### config.mk
export PLATFORM = sky130hd
export DESIGN_NAME = uart_tx_feeder_flat
export DESIGN_NICKNAME = d
export VERILOG_FILES = /design/src/rtl/uart_tx_feeder_if.sv /design/src/rtl/uart_tx_feeder.sv /design/src/flat_wrapper.sv
export SDC_FILE = /design/constraint.sdc
export NUM_CORES = 1
export LEC_CHECK = 0
export ABC_AREA = 1
export CAP_MARGIN = 10
export CORE_MARGIN = 2
export CORE_UTILIZATION = 35
export CTS_CLUSTER_DIAMETER = 200
export CTS_CLUSTER_SIZE = 40
export DETAILED_ROUTE_END_ITERATION = 7
export GPL_ROUTABILITY_DRIVEN = 1
export HOLD_SLACK_MARGIN = 0.15
export PLACE_DENSITY = 0.59
export REMOVE_ABC_BUFFERS = 1
export SETUP_SLACK_MARGIN = 0.4
export SLEW_MARGIN = 20
export SYNTH_ARGS = -nofsm -noshare
export SYNTH_HDL_FRONTEND = slang
export SYNTH_SLANG_ARGS = --single-unit
export TNS_END_PERCENT = 100
### constraint.sdc
create_clock -name clk -period 5.4 [get_ports clk]
set_clock_uncertainty 0.05 [all_clocks]
set_input_delay 1.08 -clock clk [delete_from_list [all_inputs] [get_ports clk]]
set_output_delay 1.08 -clock clk [all_outputs]
set_load 0.005 [all_outputs]
### src/rtl/uart_tx_feeder_if.sv
// Byte-feeder bus: system-side push port plus the transmitter start/din/done handshake.
// The feeder itself binds to the slave modport.
interface uart_tx_feeder_if #(
  parameter int ADDR_W = 3
);
  logic              i_push;
  logic [7:0]        i_wdata;
  logic              o_full;
  logic              o_empty;
  logic [ADDR_W:0]   o_count;
  logic              o_overflow;
  logic              i_tx_busy;
  logic              i_tx_done;
  logic              o_tx_start;
  logic [7:0]        o_tx_data;
  logic              o_busy;

  modport slave (
    input  i_push, i_wdata, i_tx_busy, i_tx_done,
    output o_full, o_empty, o_count, o_overflow, o_tx_start, o_tx_data, o_busy
  );

  modport master (
    output i_push, i_wdata, i_tx_busy, i_tx_done,
    input  o_full, o_empty, o_count, o_overflow, o_tx_start, o_tx_data, o_busy
  );
endinterface

### src/rtl/uart_tx_feeder.sv
// Byte FIFO in front of the UART transmitter: pops one byte per frame and holds it on
// din from the pop edge until the edge after the transmitter's frame-complete pulse.
module uart_tx_feeder #(
  parameter int ADDR_W = 3
) (
  input  logic           clk,
  input  logic           reset,
  uart_tx_feeder_if.slave bus
);
  localparam int              DEPTH    = 1 << ADDR_W;
  localparam logic [ADDR_W:0] FULL_CNT = {1'b1, {ADDR_W{1'b0}}};
  localparam logic [ADDR_W:0] ZERO_CNT = {(ADDR_W+1){1'b0}};

  localparam logic [1:0] ST_IDLE  = 2'd0;
  localparam logic [1:0] ST_START = 2'd1;
  localparam logic [1:0] ST_WAIT  = 2'd2;

  logic [7:0]        r_mem [DEPTH];
  logic [ADDR_W-1:0] r_wptr;
  logic [ADDR_W-1:0] r_rptr;
  logic [ADDR_W:0]   r_count;
  logic              r_full;
  logic              r_empty;
  logic              r_overflow;
  logic [1:0]        r_state;
  logic              r_tx_start;
  logic [7:0]        r_tx_data;
  logic              r_busy;

  logic              w_push;
  logic              w_pop;
  logic [ADDR_W:0]   w_count_nxt;
  logic [1:0]        w_state_nxt;

  // Full is judged on the registered count, so a push while full is dropped even if a pop
  // frees a slot in the same cycle; a busy transmitter blocks the pop.
  always_comb begin
    w_push      = bus.i_push & ~r_full;
    w_pop       = (r_state == ST_IDLE) & ~r_empty & ~bus.i_tx_busy;
    w_count_nxt = r_count;
    w_state_nxt = r_state;

    case ({w_push, w_pop})
      2'b10:   w_count_nxt = r_count + (ADDR_W+1)'(1'b1);
      2'b01:   w_count_nxt = r_count - (ADDR_W+1)'(1'b1);
      default: w_count_nxt = r_count;
    endcase

    case (r_state)
      ST_IDLE: begin
        if (w_pop) w_state_nxt = ST_START;
        else       w_state_nxt = ST_IDLE;
      end
      ST_START: w_state_nxt = ST_WAIT;
      ST_WAIT: begin
        if (bus.i_tx_done) w_state_nxt = ST_IDLE;
        else               w_state_nxt = ST_WAIT;
      end
      default: w_state_nxt = ST_IDLE;
    endcase
  end

  // Storage carries no reset: resetting the pointers and count discards its contents.
  always_ff @(posedge clk) begin
    if (w_push) r_mem[r_wptr] <= bus.i_wdata;
  end

  always_ff @(posedge clk) begin
    if (reset) begin
      r_wptr     <= {ADDR_W{1'b0}};
      r_rptr     <= {ADDR_W{1'b0}};
      r_count    <= ZERO_CNT;
      r_full     <= 1'b0;
      r_empty    <= 1'b1;
      r_overflow <= 1'b0;
      r_state    <= ST_IDLE;
      r_tx_start <= 1'b0;
      r_tx_data  <= 8'h00;
      r_busy     <= 1'b0;
    end else begin
      if (w_push) r_wptr <= r_wptr + ADDR_W'(1'b1);
      if (w_pop) begin
        r_rptr    <= r_rptr + ADDR_W'(1'b1);
        r_tx_data <= r_mem[r_rptr];
      end
      r_count    <= w_count_nxt;
      r_full     <= (w_count_nxt == FULL_CNT);
      r_empty    <= (w_count_nxt == ZERO_CNT);
      r_overflow <= bus.i_push & r_full;
      r_state    <= w_state_nxt;
      r_tx_start <= (w_state_nxt == ST_START);
      r_busy     <= (w_state_nxt != ST_IDLE) | (w_count_nxt != ZERO_CNT);
    end
  end

  assign bus.o_full     = r_full;
  assign bus.o_empty    = r_empty;
  assign bus.o_count    = r_count;
  assign bus.o_overflow = r_overflow;
  assign bus.o_tx_start = r_tx_start;
  assign bus.o_tx_data  = r_tx_data;
  assign bus.o_busy     = r_busy;
endmodule

### src/flat_wrapper.sv
// flat-port wrapper written by rule: the top's interface ports become plain ports
module uart_tx_feeder_flat 
#(
  parameter int ADDR_W = 3
)
  (clk, reset, bus_i_push, bus_i_wdata, bus_i_tx_busy, bus_i_tx_done, bus_o_full, bus_o_empty, bus_o_count, bus_o_overflow, bus_o_tx_start, bus_o_tx_data, bus_o_busy);
  uart_tx_feeder_if #(.ADDR_W(ADDR_W)) bus_i ();
  input  logic clk;
  input  logic reset;
  input wire logic [$bits(bus_i.i_push)-1:0] bus_i_push;
  input wire logic [$bits(bus_i.i_wdata)-1:0] bus_i_wdata;
  input wire logic [$bits(bus_i.i_tx_busy)-1:0] bus_i_tx_busy;
  input wire logic [$bits(bus_i.i_tx_done)-1:0] bus_i_tx_done;
  output wire logic [$bits(bus_i.o_full)-1:0] bus_o_full;
  output wire logic [$bits(bus_i.o_empty)-1:0] bus_o_empty;
  output wire logic [$bits(bus_i.o_count)-1:0] bus_o_count;
  output wire logic [$bits(bus_i.o_overflow)-1:0] bus_o_overflow;
  output wire logic [$bits(bus_i.o_tx_start)-1:0] bus_o_tx_start;
  output wire logic [$bits(bus_i.o_tx_data)-1:0] bus_o_tx_data;
  output wire logic [$bits(bus_i.o_busy)-1:0] bus_o_busy;
  assign bus_i.i_push = bus_i_push;
  assign bus_i.i_wdata = bus_i_wdata;
  assign bus_i.i_tx_busy = bus_i_tx_busy;
  assign bus_i.i_tx_done = bus_i_tx_done;
  assign bus_o_full = bus_i.o_full;
  assign bus_o_empty = bus_i.o_empty;
  assign bus_o_count = bus_i.o_count;
  assign bus_o_overflow = bus_i.o_overflow;
  assign bus_o_tx_start = bus_i.o_tx_start;
  assign bus_o_tx_data = bus_i.o_tx_data;
  assign bus_o_busy = bus_i.o_busy;
  uart_tx_feeder #(.ADDR_W(ADDR_W)) u_core (.clk(clk), .reset(reset), .bus(bus_i));
endmodule
==> reports/metrics.csv, run 1 <==
stage,metric,value,unit
clock_tree,cts_tree,built,
timing,setup_tns,0,ps
synth,post-synth-top-count-cell,nor2_1,
hold_path,hold_path.class,register to register,
critical_path,worstSetupPathType,input port to register,
synth,synth_top_area_share,53.2,%
synth,ys_top_cells_by_area,"edfxtp_1 53%, dfxtp_1 14%, nor2_1 8.0%, nand3_1 3.5%, nand2_1 3.4%",
synth,ys_types,24,
clock_tree,cts_hold_buf,0,
job,cap_violations,0,
floorplan,fp.dieW,106,µm
clock_tree,insertion_delay,370,ps
timing,hold_viol_final,0,
floorplan,die-area,11100,µm²
cells_and_area,synthToLayoutAreaGrowth,15.0,%
critical_path,worstPathRequired,5620,ps
cells_and_area,final_cells,501,
synth,synth_cells,331,
global_route,grt_pass1_wl,12000,µm
placement,dpl.cell_count,485,
placement,dp_hpwl,4600,µm
timing,slew_violations,0,
timing,period_share,60.2,%
synth,synth-edff-count,64,
drt,vias,2385,
clock_tree,clk_pin_slew,90,ps
critical_path,crit_path_end_kind,register,
placement,gp_congestion,0.776,
synth,synth_area_leader_cell,edfxtp_1,
synth,synth_top_family_by_area,simple AND/OR/NAND/NOR gates,
synth,synth_area_per_cell,10.9,µm²
critical_path,path_max_fanout,15,
synth,synth_fa_ha_area_share,1.73,%
cells_and_area,diodes,0,
clock_tree,cts_resized,0,
global_route,grt_overflow,0,
clock_tree,numCtsBuffers,9,
drt,ant_nets,0,
timing,setup_viol,0,
clock_tree,cts_sinks,89,
critical_path,critPathLaunchType,input port,
clock_tree,cts_buffer_depth,2,
global_route,antenna_found_initial,0,
drt,first_pass_iters,4,
pwr,power_leakage,1.47,nW
pwr,powerDensity,425,nW/µm²
synth,synthXorXnorAreaFrac,0.485,%
global_route,grt_pass1_vias,2284,
timing,fin_crit,3250,ps
floorplan,fp.coreArea,10200,µm²
synth,synthMuxAreaShare,0,%
global_route,grt_usage,14.4,%
floorplan,rows,37,
global_route,grt_max_degree,35,
drt,finalWirelength,7570,µm
synth,synth_compound_area_share,9.36,%
drt,drtIter0Drc,150,
synth,synthSimpleGateAreaFrac,15.6,%
synth,ys_ff_latch,89,
timing,rsz0062_at_grt,no,
drt,wl_per_cell,15.1,µm
cells_and_area,nNetsFinal,378,
clock_tree,post_cts_buffers,0,
timing,tightest_slew,1090,ps
clock_tree,cts-htree-levels,3,
pwr,power,1.77,mW
placement,io_buffer_count,29,
timing,slew_headroom,27.2,%
floorplan,floorplan.initialDensity,35.4,%
cells_and_area,drive_above_1_share,6.58,%
critical_path,cp.arrival,3470,ps
synth,synthTopCellsByCount,"77 x nor2_1, 64 x edfxtp_1, 33 x nand2_1",
timing,fmax,308,MHz
synth,ys.flop_type,edfxtp_1,
synth,ys_warn_count,0,
floorplan,io_pins,30,
drt,drc,0,
synth,synth_area,3610,µm²
drt,vias_per_cell,4.76,
pwr,vdd_drop_max,155,µV
floorplan,die_h,106,µm
clock_tree,root_buffer,clkbuf_8,
cells_and_area,final_util,40.8,%
synth,synthArstFlopShare,0,%
synth,seq_area_frac_synth,67.1,%
run_status,status,completed,
-- placed cells by master (no fill, tap or decap) --
cell	n
o21ai_1	22
clkbuf_8	9
o21ai_0	14
or2_2	1
nand3_1	25
a21oi_1	17
nand2b_1	1
clkinv_4	1
edfxtp_1	64
buf_4	3
xnor2_1	2
o211ai_2	1
o211ai_1	7
nor2_2	1
dfxtp_1	25
inv_6	2
clkdlybuf4s50_1	29
nor2_1	77
o21a_1	1
clkinv_1	1
inv_8	3
ha_1	5
nor3_1	1
nand2_1	33
clkinvlp_4	1
inv_1	17
inv_2	2
-- per-stage QoR --
| step | hold slack (ps) | worst slack [ps] | instance area, µm² |
|---|---|---|---|
| 4_1_cts | 415 | 2150 | 4150 |
| 3_3_place_gp | 395 | 1880 | 3960 |
| 6_report | 412 | 2150 | 4150 |
| 3_5_place_dp | 400 | 1770 | 3960 |
| 2_1_floorplan | 396 | 2490 | 3480 |
| 5_1_grt | 423 | 1900 | 4150 |
-- report_power, final --
part	leakage, nW	switching (mW)	internal (mW)
combinational	0.593	0.272	0.192
sequential	0.786	0.0463	0.814
clock	0.0962	0.260	0.181
-- critical path, cell delays in order --
cell,delay (ps)
clkdlybuf4s50_1,400
nor2_1,80
nand2_1,60
buf_4,180
inv_1,350
ha_1,290
nand2_1,70
inv_1,70
nor2_1,50
ha_1,180
a21oi_1,140
nand2b_1,120
nand3_1,90
nand3_1,110
nand2_1,80
nand2_1,70
inv_1,30
-- metal layers --
metal	up-vias	track usage (%)	wire length, µm
li1	1195	-	-
met1	1132	19.1	3570
met2	55	23.2	3640
met3	3	4.58	338
met4	0	3.01	21
met5	-	0	0
-- final timing paths --
path	startpoint	to	slack (ps)	cells after the start
worst max register to register	u_core.r_state[1]	u_core.bus.o_empty	2890	16
worst min register to register	u_core.bus.o_full	u_core.bus.o_overflow	410	2
worst min-delay path	u_core.bus.o_full	u_core.bus.o_overflow	410	2
worst max-delay path	bus_i_tx_busy	u_core.bus.o_empty	2150	17
-- cells by family (layout without fill, tap and decap cells) --
group	Yosys count	count (layout)
AO/OA/AOI/OAI	62	62
AND/OR/NAND/NOR	139	139
flip-flops	89	89
adder cells (fa/ha/maj)	5	5
XOR/XNOR	2	2
buffers and inverters	34	68
-- layout make-up --
type,count,area [µm²]
tap,136,170
inverter,20,75.1
fill,1007,6030
multi-input combinational,208,980
clock buffer,9,124
timing repair buffer,32,313
clock inverter,7,67.6
sequential,89,2420
-- sequential cells by signal, summed over array words and instances, names as in the netlist --
| register | count |
|---|---|
| u_core.r_mem | 64 |
| u_core.bus.o_tx_data | 8 |
| u_core.bus.o_count | 4 |
| u_core.r_rptr | 3 |
| u_core.r_wptr | 3 |
| u_core.r_state | 2 |
| u_core.bus.o_busy | 1 |
| u_core.bus.o_empty | 1 |
| u_core.bus.o_full | 1 |
| u_core.bus.o_overflow | 1 |
| u_core.bus.o_tx_start | 1 |
(Power assumes the default switching activity.)
==> inputs of run 2 (changes only) <==
--- a/config.mk
+++ b/config.mk
@@ -14,7 +14,7 @@
 export DETAILED_ROUTE_END_ITERATION = 7
 export GPL_ROUTABILITY_DRIVEN = 1
 export HOLD_SLACK_MARGIN = 0.15
-export PLACE_DENSITY = 0.59
+export PLACE_DENSITY = 0.61
 export REMOVE_ABC_BUFFERS = 1
 export SETUP_SLACK_MARGIN = 0.4
 export SLEW_MARGIN = 20
==> constraint.sdc (replaced) <==
create_clock -name clk -period 2.7 [get_ports clk]
set_clock_uncertainty 0.05 [all_clocks]
set_input_delay 0.54 -clock clk [delete_from_list [all_inputs] [get_ports clk]]
set_output_delay 0.54 -clock clk [all_outputs]
set_load 0.005 [all_outputs]
==> reports/metrics.csv, run 2 (synthesis results as in run 1) <==
stage,metric,value,unit
run_status,status,completed,
pwr,powerDensity,839,nW/µm²
placement,place_area,4090,µm²
hold_path,hold_end,u_core.bus.o_overflow,
critical_path,critPathLaunchType,input port,
floorplan,rows,37,
drt,finalWirelength,7620,µm
cells_and_area,synthToLayoutAreaGrowth,19.8,%
cells_and_area,mostFrequentLayoutCells,"73 x nor2_1, 64 x edfxtp_1, 32 x nand2_1",
critical_path,cp_slowest_cell,clkdlybuf4s50_1,
drt,vias,2535,
global_route,use_met1,18.8,%
timing,hold_viol_final,0,
floorplan,die_h,106,µm
placement,place_ws,49.5,ps
cells_and_area,drive_above_1_share,12.8,%
timing,slew_violations,0,
timing,fin_crit,2170,ps
timing,hold_ws,399,ps
hold_path,min-delay-start,bus_i_push,
placement,gp_congestion,0.801,
critical_path,worstPathRequired,2890,ps
critical_path,crit_path_end_kind,register,
drt,first_pass_iters,4,
global_route,grt_max_degree,35,
timing,period_share,80.3,%
critical_path,cp_top_family,buffers and inverters,
drt,drtIter0Drc,124,
global_route,grt_pass1_vias,2407,
global_route,met2_usage,23.2,%
timing,slew_headroom,52.7,%
timing,setup_tns,0,ps
cells_and_area,nNetsFinal,395,
floorplan,fp.dieW,106,µm
hold_path,hold_path.class,input port to register,
pwr,vdd_drop_max,318,µV
clock_tree,post_cts_buffers,0,
critical_path,path_common_cell,nand2_1,
pwr,power,3.63,mW
clock_tree,cts_tree,built,
clock_tree,insertion_delay,350,ps
cells_and_area,largest_register,u_core.r_mem,
clock_tree,root_buffer,clkbuf_8,
drt,drc,0,
critical_path,slowest_delay,450,ps
clock_tree,cts_buffer_depth,2,
job,cap_violations,0,
clock_tree,clk_pin_slew,80,ps
critical_path,cp_cell_sequence,clkdlybuf4s50_1 > nor2_1 > nand2_1 > inv_1 > buf_4 > ha_1 > inv_1 > nand2_1 > nand2_1 > nor2_2 > nand3_2 > nand2_2 > nand3_1,
global_route,grt_pass1_wl,12200,µm
clock_tree,cts_sinks,89,
clock_tree,cts-htree-levels,3,
timing,tightest_slew,709,ps
clock_tree,numCtsBuffers,9,
global_route,antenna_found_initial,0,
timing,setup_viol,0,
drt,wl_per_cell,14.7,µm
cells_and_area,largest_register_ff_count,64,
clock_tree,cts_hold_buf,0,
cells_and_area,final_common_cell,nor2_1,
timing,setup_ws,533,ps
timing,rsz0062_at_grt,no,
cells_and_area,post-route-cell-area,4330,µm²
global_route,busiest_layer,met2,
placement,dp_hpwl,4900,µm
global_route,grt_usage,14.5,%
critical_path,r2r_end,u_core.bus.o_empty,
critical_path,r2r.worst_path.cells,13,
global_route,use_met3,3.15,%
critical_path,regToRegSetupSlack,770,ps
cells_and_area,fillCellCount,983,
hold_path,min_path_cells,3,
floorplan,floorplan.initialDensity,35.4,%
critical_path,cp.arrival,2360,ps
floorplan,fp.coreArea,10200,µm²
drt,ant_nets,0,
floorplan,io_pins,30,
cells_and_area,diodes,0,
critical_path,worstSetupPathType,input port to register,
pwr,power_leakage,1.58,nW
placement,io_buffer_count,29,
critical_path,critPathBufInv,4,
critical_path,worstReg2RegStart,u_core.r_state[1],
floorplan,die-area,11100,µm²
timing,fmax,461,MHz
drt,vias_per_cell,4.89,
global_route,grt_overflow,0,
critical_path,path_max_fanout,11,
run 2: worst max-delay path by stage:
stage / from / to / slack [ps] / cells after the start
final: bus_i_tx_busy / u_core.bus.o_busy / 530 / 13
after global routing: bus_i_tx_busy / u_core.bus.o_empty / 400 / 16
after CTS: bus_i_push / u_core.bus.o_busy / 420 / 15
after detailed placement: bus_i_push / u_core.bus.o_busy / 50 / 15
after global placement: bus_i_push / u_core.bus.o_busy / 80 / 15
after floorplan: bus_i_tx_busy / u_core.bus.o_busy / 330 / 13
run 2: report_power, final:
| part | switching [mW] | leakage (nW) | total [mW] | internal (mW) |
|---|---|---|---|---|
| registers | 0.118 | 0.786 | 1.75 | 1.63 |
| clock network | 0.432 | 0.0974 | 0.883 | 0.452 |
| logic | 0.565 | 0.698 | 1.00 | 0.436 |
run 2: cell type report:
cell class / instances / area, µm² / share of cell area [%]
timing repair buffer: 49 / 443 / 10.2
clock inverter: 3 / 40.0 / 0.926
inverter: 20 / 75.1 / 1.74
multi-input combinational: 208 / 1030 / 23.7
sequential: 89 / 2420 / 56.0
tap: 136 / 170 / 3.93
clock buffer: 13 / 149 / 3.44
run 2: worst register-to-register path, delay by kind of cell (launching register included):
family        cells  cell delay (ps)
flops             1              310
buf+inv           4              530
simple gates      8              650
fa+ha+maj         1              300
run 2: through the flow:
step	utilization [%]	instances
6_report	42.5	518
5_1_grt	42.5	518
4_1_cts	42.0	518
3_5_place_dp	40.1	502
3_3_place_gp	40.1	502
2_1_floorplan	-	317
run 2: routing by layer:
layer	up-vias	part of all wire (%)
met2	59	48
met1	1235	46
li1	1224	-
met5	-	0
met3	17	4.0
met4	0	2.6
run 2: repair_timing:
| action | in CTS | in global routing |
|---|---|---|
| gates resized for setup | 0 | 13 |
| endpoints found under the hold margin | 0 | 0 |
| endpoints found under the setup margin | 0 | 4 |
